[config.mk]
export PLATFORM = sky130hd
export DESIGN_NAME = text_line_sequencer
export DESIGN_NICKNAME = d
export VERILOG_FILES = /design/src/rtl/text_line_sequencer.sv
export SDC_FILE = /design/constraint.sdc
export NUM_CORES = 1
export LEC_CHECK = 0
export CAP_MARGIN = 20
export CELL_PAD_IN_SITES_DETAIL_PLACEMENT = 1
export CELL_PAD_IN_SITES_GLOBAL_PLACEMENT = 1
export CORE_UTILIZATION = 40
export DETAILED_ROUTE_END_ITERATION = 6
export PLACE_DENSITY = 0.76
export SETUP_SLACK_MARGIN = 0.15
export SLEW_MARGIN = 30
export SYNTH_ARGS = -nofsm -noshare
export SYNTH_HDL_FRONTEND = slang
export SYNTH_SLANG_ARGS = --single-unit
[constraint.sdc]
create_clock -name clk_0 -period 9.3 [get_ports clk_0]
set_clock_uncertainty 0.1 [all_clocks]
set_input_delay 1.86 -clock clk_0 [delete_from_list [all_inputs] [get_ports clk_0]]
set_output_delay 1.86 -clock clk_0 [all_outputs]
set_load 0.05 [all_outputs]
[src/rtl/text_line_sequencer.sv]
// ---------------------------------------------------------------------------
// text_line_sequencer
//
// Sequences a line of up to MAX_CHARS characters onto the single-character
// text_display datapath.  A frame-timed typewriter reveal exposes one more
// character every REVEAL_FRAMES frames.  The completed line is then held
// until the next start or an abort.
//
// Optional build macro: TEXT_BLINK_EN
//   When defined, the held line blinks with a half-period of BLINK_FRAMES
//   frames.  When undefined, the held line is shown steadily.
//
// Ports:
//   clk_0        pixel clock
//   rst          asynchronous active-low reset
//   pixel_x/y    current pixel position
//   frame_start  one-cycle pulse, once per frame
//   wr_en/wr_addr/wr_char   line buffer write port
//   line_x/line_y/line_len  line origin and length, latched on start
//   start        begin (or restart) the reveal
//   abort        return to IDLE; wins over start
//   char_code    character for the current pixel (7'h20 when blank)
//   x_pos/y_pos  origin of the current character slot
//   active       registered, high in REVEAL or HOLD
//   done         registered one-cycle pulse when the reveal completes
// ---------------------------------------------------------------------------
module text_line_sequencer #(
    parameter int MAX_CHARS     = 16,
    parameter int SCALE         = 4,
    parameter int REVEAL_FRAMES = 8,
    parameter int BLINK_FRAMES  = 30
) (
    input  logic       clk_0,
    input  logic       rst,
    input  logic [9:0] pixel_x,
    input  logic [9:0] pixel_y,
    input  logic       frame_start,
    input  logic       wr_en,
    input  logic [3:0] wr_addr,
    input  logic [6:0] wr_char,
    input  logic [9:0] line_x,
    input  logic [9:0] line_y,
    input  logic [4:0] line_len,
    input  logic       start,
    input  logic       abort,
    output logic [6:0] char_code,
    output logic [9:0] x_pos,
    output logic [9:0] y_pos,
    output logic       active,
    output logic       done
);

    localparam int CHAR_W = 6 * SCALE;
    localparam int FCW    = (REVEAL_FRAMES > 1) ? $clog2(REVEAL_FRAMES) : 1;
    localparam logic [6:0] SPACE = 7'h20;

    typedef enum logic [1:0] {
        ST_IDLE   = 2'd0,
        ST_REVEAL = 2'd1,
        ST_HOLD   = 2'd2
    } state_t;

    state_t           state_q, state_d;
    logic [4:0]       shown_q, shown_d;
    logic [4:0]       len_q, len_d;
    logic [FCW-1:0]   frame_cnt_q, frame_cnt_d;
    logic [9:0]       x_q, x_d;
    logic [9:0]       y_q, y_d;
    logic             active_q, active_d;
    logic             done_q, done_d;
    logic             hold_entry_q, hold_entry_d;
    logic [6:0]       buf_q [MAX_CHARS];

    logic             restart_s;
    logic [4:0]       len_clamp_s;
    logic [9:0]       rel_s;
    logic [9:0]       slot_s;
    logic             in_line_s;
    logic             blank_s;
    logic [6:0]       char_code_s;
    logic [9:0]       x_pos_s;

    // pixel_y is part of the text_display pixel bus but the line is a single
    // row of slots, so only the column selects a character.
    logic             unused_pixel_y_s;
    assign unused_pixel_y_s = ^pixel_y;

    assign len_clamp_s = (line_len > 5'(MAX_CHARS)) ? 5'(MAX_CHARS) : line_len;

    // State register plus latched line parameters and registered flags.
    always_ff @(posedge clk_0 or negedge rst) begin
        if (!rst) begin
            state_q      <= ST_IDLE;
            shown_q      <= 5'd0;
            len_q        <= 5'd0;
            frame_cnt_q  <= '0;
            x_q          <= 10'd0;
            y_q          <= 10'd0;
            active_q     <= 1'b0;
            done_q       <= 1'b0;
            hold_entry_q <= 1'b0;
        end else begin
            state_q      <= state_d;
            shown_q      <= shown_d;
            len_q        <= len_d;
            frame_cnt_q  <= frame_cnt_d;
            x_q          <= x_d;
            y_q          <= y_d;
            active_q     <= active_d;
            done_q       <= done_d;
            hold_entry_q <= hold_entry_d;
        end
    end

    // Line buffer; writes are accepted in every state.
    always_ff @(posedge clk_0 or negedge rst) begin
        if (!rst) begin
            for (int i = 0; i < MAX_CHARS; i++) begin
                buf_q[i] <= SPACE;
            end
        end else if (wr_en && (int'(wr_addr) < MAX_CHARS)) begin
            buf_q[wr_addr] <= wr_char;
        end
    end

    // Next-state logic: abort beats start, start beats a coincident frame_start.
    always_comb begin
        state_d     = state_q;
        shown_d     = shown_q;
        len_d       = len_q;
        frame_cnt_d = frame_cnt_q;
        x_d         = x_q;
        y_d         = y_q;
        restart_s   = 1'b0;
        if (abort) begin
            state_d     = ST_IDLE;
            shown_d     = 5'd0;
            frame_cnt_d = '0;
        end else if (start) begin
            restart_s   = 1'b1;
            x_d         = line_x;
            y_d         = line_y;
            len_d       = len_clamp_s;
            shown_d     = 5'd0;
            frame_cnt_d = '0;
            // An empty line has nothing to reveal and completes at once.
            state_d     = (len_clamp_s == 5'd0) ? ST_HOLD : ST_REVEAL;
        end else begin
            case (state_q)
                ST_IDLE: begin
                    state_d = ST_IDLE;
                end
                ST_REVEAL: begin
                    if (frame_start) begin
                        if (frame_cnt_q == FCW'(REVEAL_FRAMES - 1)) begin
                            frame_cnt_d = '0;
                            shown_d     = shown_q + 5'd1;
                            if ((shown_q + 5'd1) == len_q) begin
                                state_d = ST_HOLD;
                            end else begin
                                state_d = ST_REVEAL;
                            end
                        end else begin
                            frame_cnt_d = frame_cnt_q + FCW'(1);
                        end
                    end else begin
                        frame_cnt_d = frame_cnt_q;
                    end
                end
                ST_HOLD: begin
                    shown_d = len_q;
                end
                default: begin
                    state_d = ST_IDLE;
                    shown_d = 5'd0;
                end
            endcase
        end
    end

`ifdef TEXT_BLINK_EN
    localparam int BCW = (BLINK_FRAMES > 1) ? $clog2(BLINK_FRAMES) : 1;

    logic [BCW-1:0] blink_cnt_q, blink_cnt_d;
    logic           blank_q, blank_d;

    // Blink phase register; only ever non-zero while holding a line.
    always_ff @(posedge clk_0 or negedge rst) begin
        if (!rst) begin
            blink_cnt_q <= '0;
            blank_q     <= 1'b0;
        end else begin
            blink_cnt_q <= blink_cnt_d;
            blank_q     <= blank_d;
        end
    end

    // Blink counter: runs only while staying in HOLD, clears on any other path.
    always_comb begin
        blink_cnt_d = blink_cnt_q;
        blank_d     = blank_q;
        if ((state_q == ST_HOLD) && (state_d == ST_HOLD) && !restart_s) begin
            if (frame_start) begin
                if (blink_cnt_q == BCW'(BLINK_FRAMES - 1)) begin
                    blink_cnt_d = '0;
                    blank_d     = ~blank_q;
                end else begin
                    blink_cnt_d = blink_cnt_q + BCW'(1);
                end
            end else begin
                blink_cnt_d = blink_cnt_q;
            end
        end else begin
            blink_cnt_d = '0;
            blank_d     = 1'b0;
        end
    end

    assign blank_s = blank_q;
`else
    assign blank_s = 1'b0;
`endif

    // Registered status flags and zero-latency pixel decode.
    always_comb begin
        active_d     = (state_d != ST_IDLE);
        // A restart that lands straight back in HOLD (empty line) is a new completion.
        hold_entry_d = (state_d == ST_HOLD) && ((state_q != ST_HOLD) || restart_s);
        // done follows HOLD entry by one cycle unless HOLD is left in between.
        done_d       = hold_entry_q && (state_q == ST_HOLD) && (state_d == ST_HOLD) && !restart_s;

        rel_s     = pixel_x - x_q;
        slot_s    = rel_s / 10'(CHAR_W);
        in_line_s = (state_q != ST_IDLE) && (pixel_x >= x_q) && (slot_s < {5'd0, len_q});
        if (in_line_s) begin
            x_pos_s = x_q + (slot_s * 10'(CHAR_W));
            if ((slot_s < {5'd0, shown_q}) && !blank_s) begin
                char_code_s = buf_q[slot_s[3:0]];
            end else begin
                char_code_s = SPACE;
            end
        end else begin
            x_pos_s     = x_q;
            char_code_s = SPACE;
        end
    end

    assign char_code = char_code_s;
    assign x_pos     = x_pos_s;
    assign y_pos     = y_q;
    assign active    = active_q;
    assign done      = done_q;

endmodule

* Yosys cells after proc, flatten, opt, wreduce, memory -nomap -nowiden
Cells that the tools add are included.
** Storage, ports and cells
- Bits in registers :: 150
- Latch bits :: 0
- Memory bits (writable) :: 0
- Bits in read-only memories :: 0
- Bits of input ports :: 62
- Output and inout port bits :: 29
- Memories :: 0
** Cells by class
- Add/subtract/negate cells :: 4
- Multipliers :: 1
- Divide/modulo/power cells :: 1
- Magnitude comparators :: 7
- Equal/unequal tests :: 9
- Shift-type cells :: 0
- Mux-type cells :: 29
- Bitwise logic cells :: 3
- Reductions and logical operators :: 18
** Operator list (count)
- $bwmux 112 :: 1
- $mux 7 :: 5
- $bmux 7 s4 :: 1
- $demux 7 s4 :: 1
- $mux 5 :: 5
- $lt 10x5->1 :: 2
- $mux 3 :: 5
- $pmux 5 s3 :: 1
- $mux 2 :: 6
- $add 10x10->10 :: 1
- $div 10x5->10 const B :: 1
- $ge 10x10->1 :: 1
- $ge 5x5->1 const B :: 2
- $mul 10x2->7 const B :: 1
- $mux 10 :: 1
- $not 4->5 :: 2
- $sub 10x10->10 :: 1
- $ne 4x4->1 const B :: 2
- $logic_and 1x1->1 :: 7
- $reduce_bool 3->1 :: 2
- $add 5x1->5 const B :: 1
- $eq 5x5->1 :: 1
- $gt 5x5->1 const B :: 1
- $logic_not 5->1 :: 1
- other kinds (16) :: 20

* Longest topological paths before layout
- Word-level depth :: 11
- Mapped depth :: 26
- Mapped depth without buffers :: 24

* Worst setup path after synthesis
No wires, ideal clock.
- Kind :: input to output
- Start point :: in pixel_x[0]
- End point :: out char_code[0]
- Arrival :: 7.097 ns
- Required time :: 7.340 ns
- Slack :: 0.243 ns
- Stages :: 22
- Cell sequence :: inv_1 > ha_1 > inv_1 > fa_1 > a211oi_2 > nor4_2 > or3_1 > buf_4 > a31oi_4 > a2111oi_2 > nor4_4 > buf_4 > inv_1 > ha_1 > a21oi_1 > nor2b_1 > o21ai_0 > nand2_1 > or3_1 > a2111oi_0 > o21ai_1 > a211oi_1
** On the way
- Word-level cells in the longest chain between the ends :: 8
- Elaborated cells between the ends (all ways) :: 13
** Ends and longest elaborated chain
- start: declaration :: line 35 : input logic [9:0] pixel_x,
- $sub 10x10->10 :: line 232 : rel_s = pixel_x - x_q;
- $div 10x5->10 :: line 233 : slot_s = rel_s / 10'(CHAR_W);
- $not 4->5 (not written as such) :: line 238 : char_code_s = buf_q[slot_s[3:0]];
- $bmux 7 s4 :: line 238
- $mux 7 (not written as such) (2 in a row) :: line 238
- $mux 7 :: line 237 : if ((slot_s < {5'd0, shown_q}) && !blank_s) begin
- $mux 7 * :: line 235 : if (in_line_s) begin
- end: declaration :: line 46 : output logic [6:0] char_code,
Every way passes the cells marked *; elsewhere a longest branch is shown, timed or not. The select of a mux whose other input is x is not followed.

* Worst setup path in the final report
- Start point :: in pixel_x[4]
- End point :: out x_pos[9]
** On the way
- Word-level cells in the longest chain between the ends :: 5
- Elaborated cells between the ends (all ways) :: 9
** Ends and longest elaborated chain
- $sub 10x10->10 :: line 232
- $div 10x5->10 :: line 233
- $mul 10x2->7 or $lt 10x5->1 (tied branches) :: line 236, 234
- $add 10x10->10 or $logic_and 1x1->1 (tied branches) :: line 236, 234
- $mux 10 * :: line 235
- end: declaration :: line 47 : output logic [9:0] x_pos,
Every way passes the cells marked *; elsewhere a longest branch is shown, timed or not.

==> results.ini <==
[run_status]
outcome=complete, no violations

[clock_network]
cts.clk_slew.worst_paths_ns=0.06
htree_levels=4
cts.path.max_buffers=2
cts-root-buf=clkbuf_16
cts_tree=done
cts_buffers=17
clkSinkCount=150
clock_latency_ns=0.43

[synth]
synth_nets=959
synthAdderAreaFrac_pct=5.478
syn_avg_cell_area_sq_um=10.58
synth_compound_area_share_pct=14.85
synth_simple_gate_area_share_pct=12.69
ys.warnings.count=0
async_flop_share_pct=100.0
yosysSeqAreaShare_pct=41.51
synth.ff_latch_count=150
synth_top_area_share_pct=36.89
synth_edf_count=0
netlist_top_cells_area=dfrtp_1 37%, mux2_2 14%, ha_1 4.8%, dfstp_2 4.6%, a211oi_1 4.1%
synth_cells=859
synth.distinct_cells=82
synth_xor_area_share_pct=2.120
synth_mux_area_share_pct=18.83
netlist_area_sq_mm=0.009090
synth_top_family_by_area=multiplexers
ys_dominant_reg_cell=dfrtp_1
synth_top_area_cell=dfrtp_1

[drt]
drcViolationCount=0
drt-pass1-iter-count=6
viasPerCell=5.674
vias=7013
postRouteAntennaNets=0
drt_iter0_drc=288
detail_route.wl_per_cell_microns=19.33
wl_microns=23900

[cells_and_area]
final_common_cell=dfrtp_1
fin_nets=1043
drive_gt1_share_pct=28.77
finalNonFillerCells=1236
final_cell_mix=134 x dfrtp_1, 116 x mux2_2, 71 x nand2_1, 64 x clkdlybuf4s50_1, 48 x a211oi_1
antenna-diode-count=0
area_delta_synth_final_pct=22.63
final_util_pct=50.61

[floorplanning]
dieHeight_microns=152.7
rows=54
die-area_sq_mm=0.02333
io_pins=91
core_area_sq_mm=0.02203
initial_core_util_pct=41.27
die_w_microns=152.7

[global_route]
grt_max_degree=78
grt-ovfl-total=0
antenna_found_initial=0
grt_pass1_wl_microns=38830
grt_pass1_vias=7411
grt_util_all_layers_pct=20.86

[setup_path]
rr_endpoint=hold_entry_q
worst_setup_path_end_kind=output port
required_ns=7.34
ff2ff_setup_slack_ns=6.55
reg2reg_from=shown_q[0]
path_cells=clkdlybuf4s50_1, ha_1, a21oi_1, nand2_1, nor3_2, o21ai_2, or3_4, a41o_1, a32o_2, inv_2, ha_4, fa_2, ha_4, a21o_1, a21oi_2, o21bai_1, a21oi_2, xnor2_1, nor3_2, xnor2_2, buf_12
worstRegToRegCells=11
cp.arrival_ns=6.96
worst-path-stages=21
critPathMaxFanout=7
worst-path-buf-inv=3
startpoint=pixel_x[4]
cp-start-kind=primary input
cpLargestDelayFamily=compound AO/OA/AOI/OAI gates
slowest_stage=nor3_2
slowest_delay_ns=0.49
cp-endpoint=x_pos[9]
worstSetupPathType=in -> out

[power_and_ir_drop]
p_sw_mw=1.529
total_power_mw=3.664
switching_share_pct=41.72
power_density_mw_per_mm2=328.7
cellLeakagePower_nw=4.715
ir_drop_mv=0.2446
combPwrFrac_pct=56.8
p_clk_share_pct=19.7
intPower_mw=2.135
pwr-share-seq_pct=23.5

[place]
numPortBuffers=80
dp_cells=1194
dp_hpwl_microns=15960
gp_congestion=0.8287

[flow_run]
drv_cap=0

[timing]
finalSetupViolations=0
min_period_ns=8.918
post-route-period-util_pct=95.89
slew_violations=0
slew_headroom_pct=31.22
hold_violations=0
worst_pin_slew_ns=1.028
fmax_mhz=112.1
setup_tns_ns=0
rsz0062_at_grt=false

[worst_hold_path]
hold_class=reg -> reg

## worst reg2reg max path, stage by stage (launching register included)
cell and delay [ns]:
dfrtp_1 0.47, ha_1 0.30, nand3_1 0.13, xnor2_1 0.23, xnor2_1 0.09, nor3_1 0.24
mux2_2 0.21, a21oi_1 0.05, or3b_2 0.46, a21oi_1 0.19, nand2_1 0.09, a21oi_1 0.11
## synthesized netlist by cell type (all sizes together), types with 3 or more instances
cell	count
ha	35
nand2b	7
xor2	7
a21oi	45
o21bai	3
or3	7
nand2	72
nand4	4
inv	30
dfstp	16
o21ai	37
a32oi	3
nor4	6
and2	4
a21o	7
nor3	20
a211oi	53
fa	3
mux2	118
nand3	14
buf	23
o22ai	4
nand3b	9
o211ai	4
a22oi	7
nor2	36
mux2i	36
dfrtp	134
clkbuf	29
xnor2	15
or3b	3
nor2b	29
a2111oi	3
## power by group through the flow
| stage | Sequential [mW] | Clock [mW] | Combinational, mW |
|---|---|---|---|
| 3_3_place_gp | 0.860 | 0 | 1.78 |
| 4_1_cts | 0.861 | 0.736 | 1.90 |
| 6_report | 0.862 | 0.721 | 2.08 |
| 2_1_floorplan | 0.867 | 0 | 1.36 |
| 5_1_grt | 0.878 | 0.761 | 2.26 |
| 3_5_place_dp | 0.869 | 0 | 1.84 |
## worst min-delay path by stage
stage / startpoint / endpoint / slack, ns / cells past startpoint
2_1_floorplan: buf_q[0] / buf_q[0] / 0.37 / 1
3_3_place_gp: y_pos[3] / y_pos[3] / 0.36 / 2
3_5_place_dp: y_pos[2] / y_pos[2] / 0.36 / 2
4_1_cts: y_pos[6] / y_pos[6] / 0.39 / 2
5_1_grt: y_pos[3] / y_pos[3] / 0.40 / 2
6_report: y_pos[6] / y_pos[6] / 0.38 / 2
## metrics by stage
stage	hold WS, ns	setup slack [ns]	area (sq um)
2_1_floorplan	0.3727	0.2432	9090
3_3_place_gp	0.3562	0.1674	10250
3_5_place_dp	0.3630	0.05953	10250
4_1_cts	0.3887	0.2053	10910
5_1_grt	0.4014	0.05605	11150
6_report	0.3803	0.3821	11150
## sequential cells by signal (all words and copies together) (netlist names), 2 cells and up
name         count
x_q             10
state_q          2
shown_q          5
buf_q          112
frame_cnt_q      3
y_pos           10
len_q            5
## final cells by class
| class | count | area (sq um) |
|---|---|---|
| clock inverter | 15 | 193.9 |
| multi-input combinational | 627 | 5096 |
| sequential | 150 | 3774 |
| inverter | 30 | 112.6 |
| timing repair buffer | 117 | 1195 |
| tap | 280 | 350.3 |
| clock buffer | 17 | 425.4 |
| fill | 2370 | 10880 |
## kinds of logic (layout without fill, tap and decap cells)
logic type               count (synthesis)  after routing
adder cells (fa/ha/maj)                 38             38
buffers and inverters                   82            179
flip-flops                             150            150
AND/OR/NAND/NOR                        219            219
multiplexers                           155            155
AO/OA/AOI/OAI                          193            193
XOR/XNOR                                22             22
## repair_timing
action                     in CTS  in global routing
gates resized for setup         5                 41
setup endpoints to repair       2                 14
setup buffers                   1                  9
gates cloned                    0                  0
pin swaps                       1                 21
hold buffers                    0                  0
## layer usage
metal / global-route usage (%) / wire length [microns] / vias to the layer above
li1: - / - / 3295
met1: 26.92 / 10790 / 3565
met2: 35.89 / 11990 / 115
met3: 2.986 / 567 / 38
met4: 6.878 / 552 / 0
met5: 0 / 0 / -
Note: power is estimated with default switching activity, not from simulation.
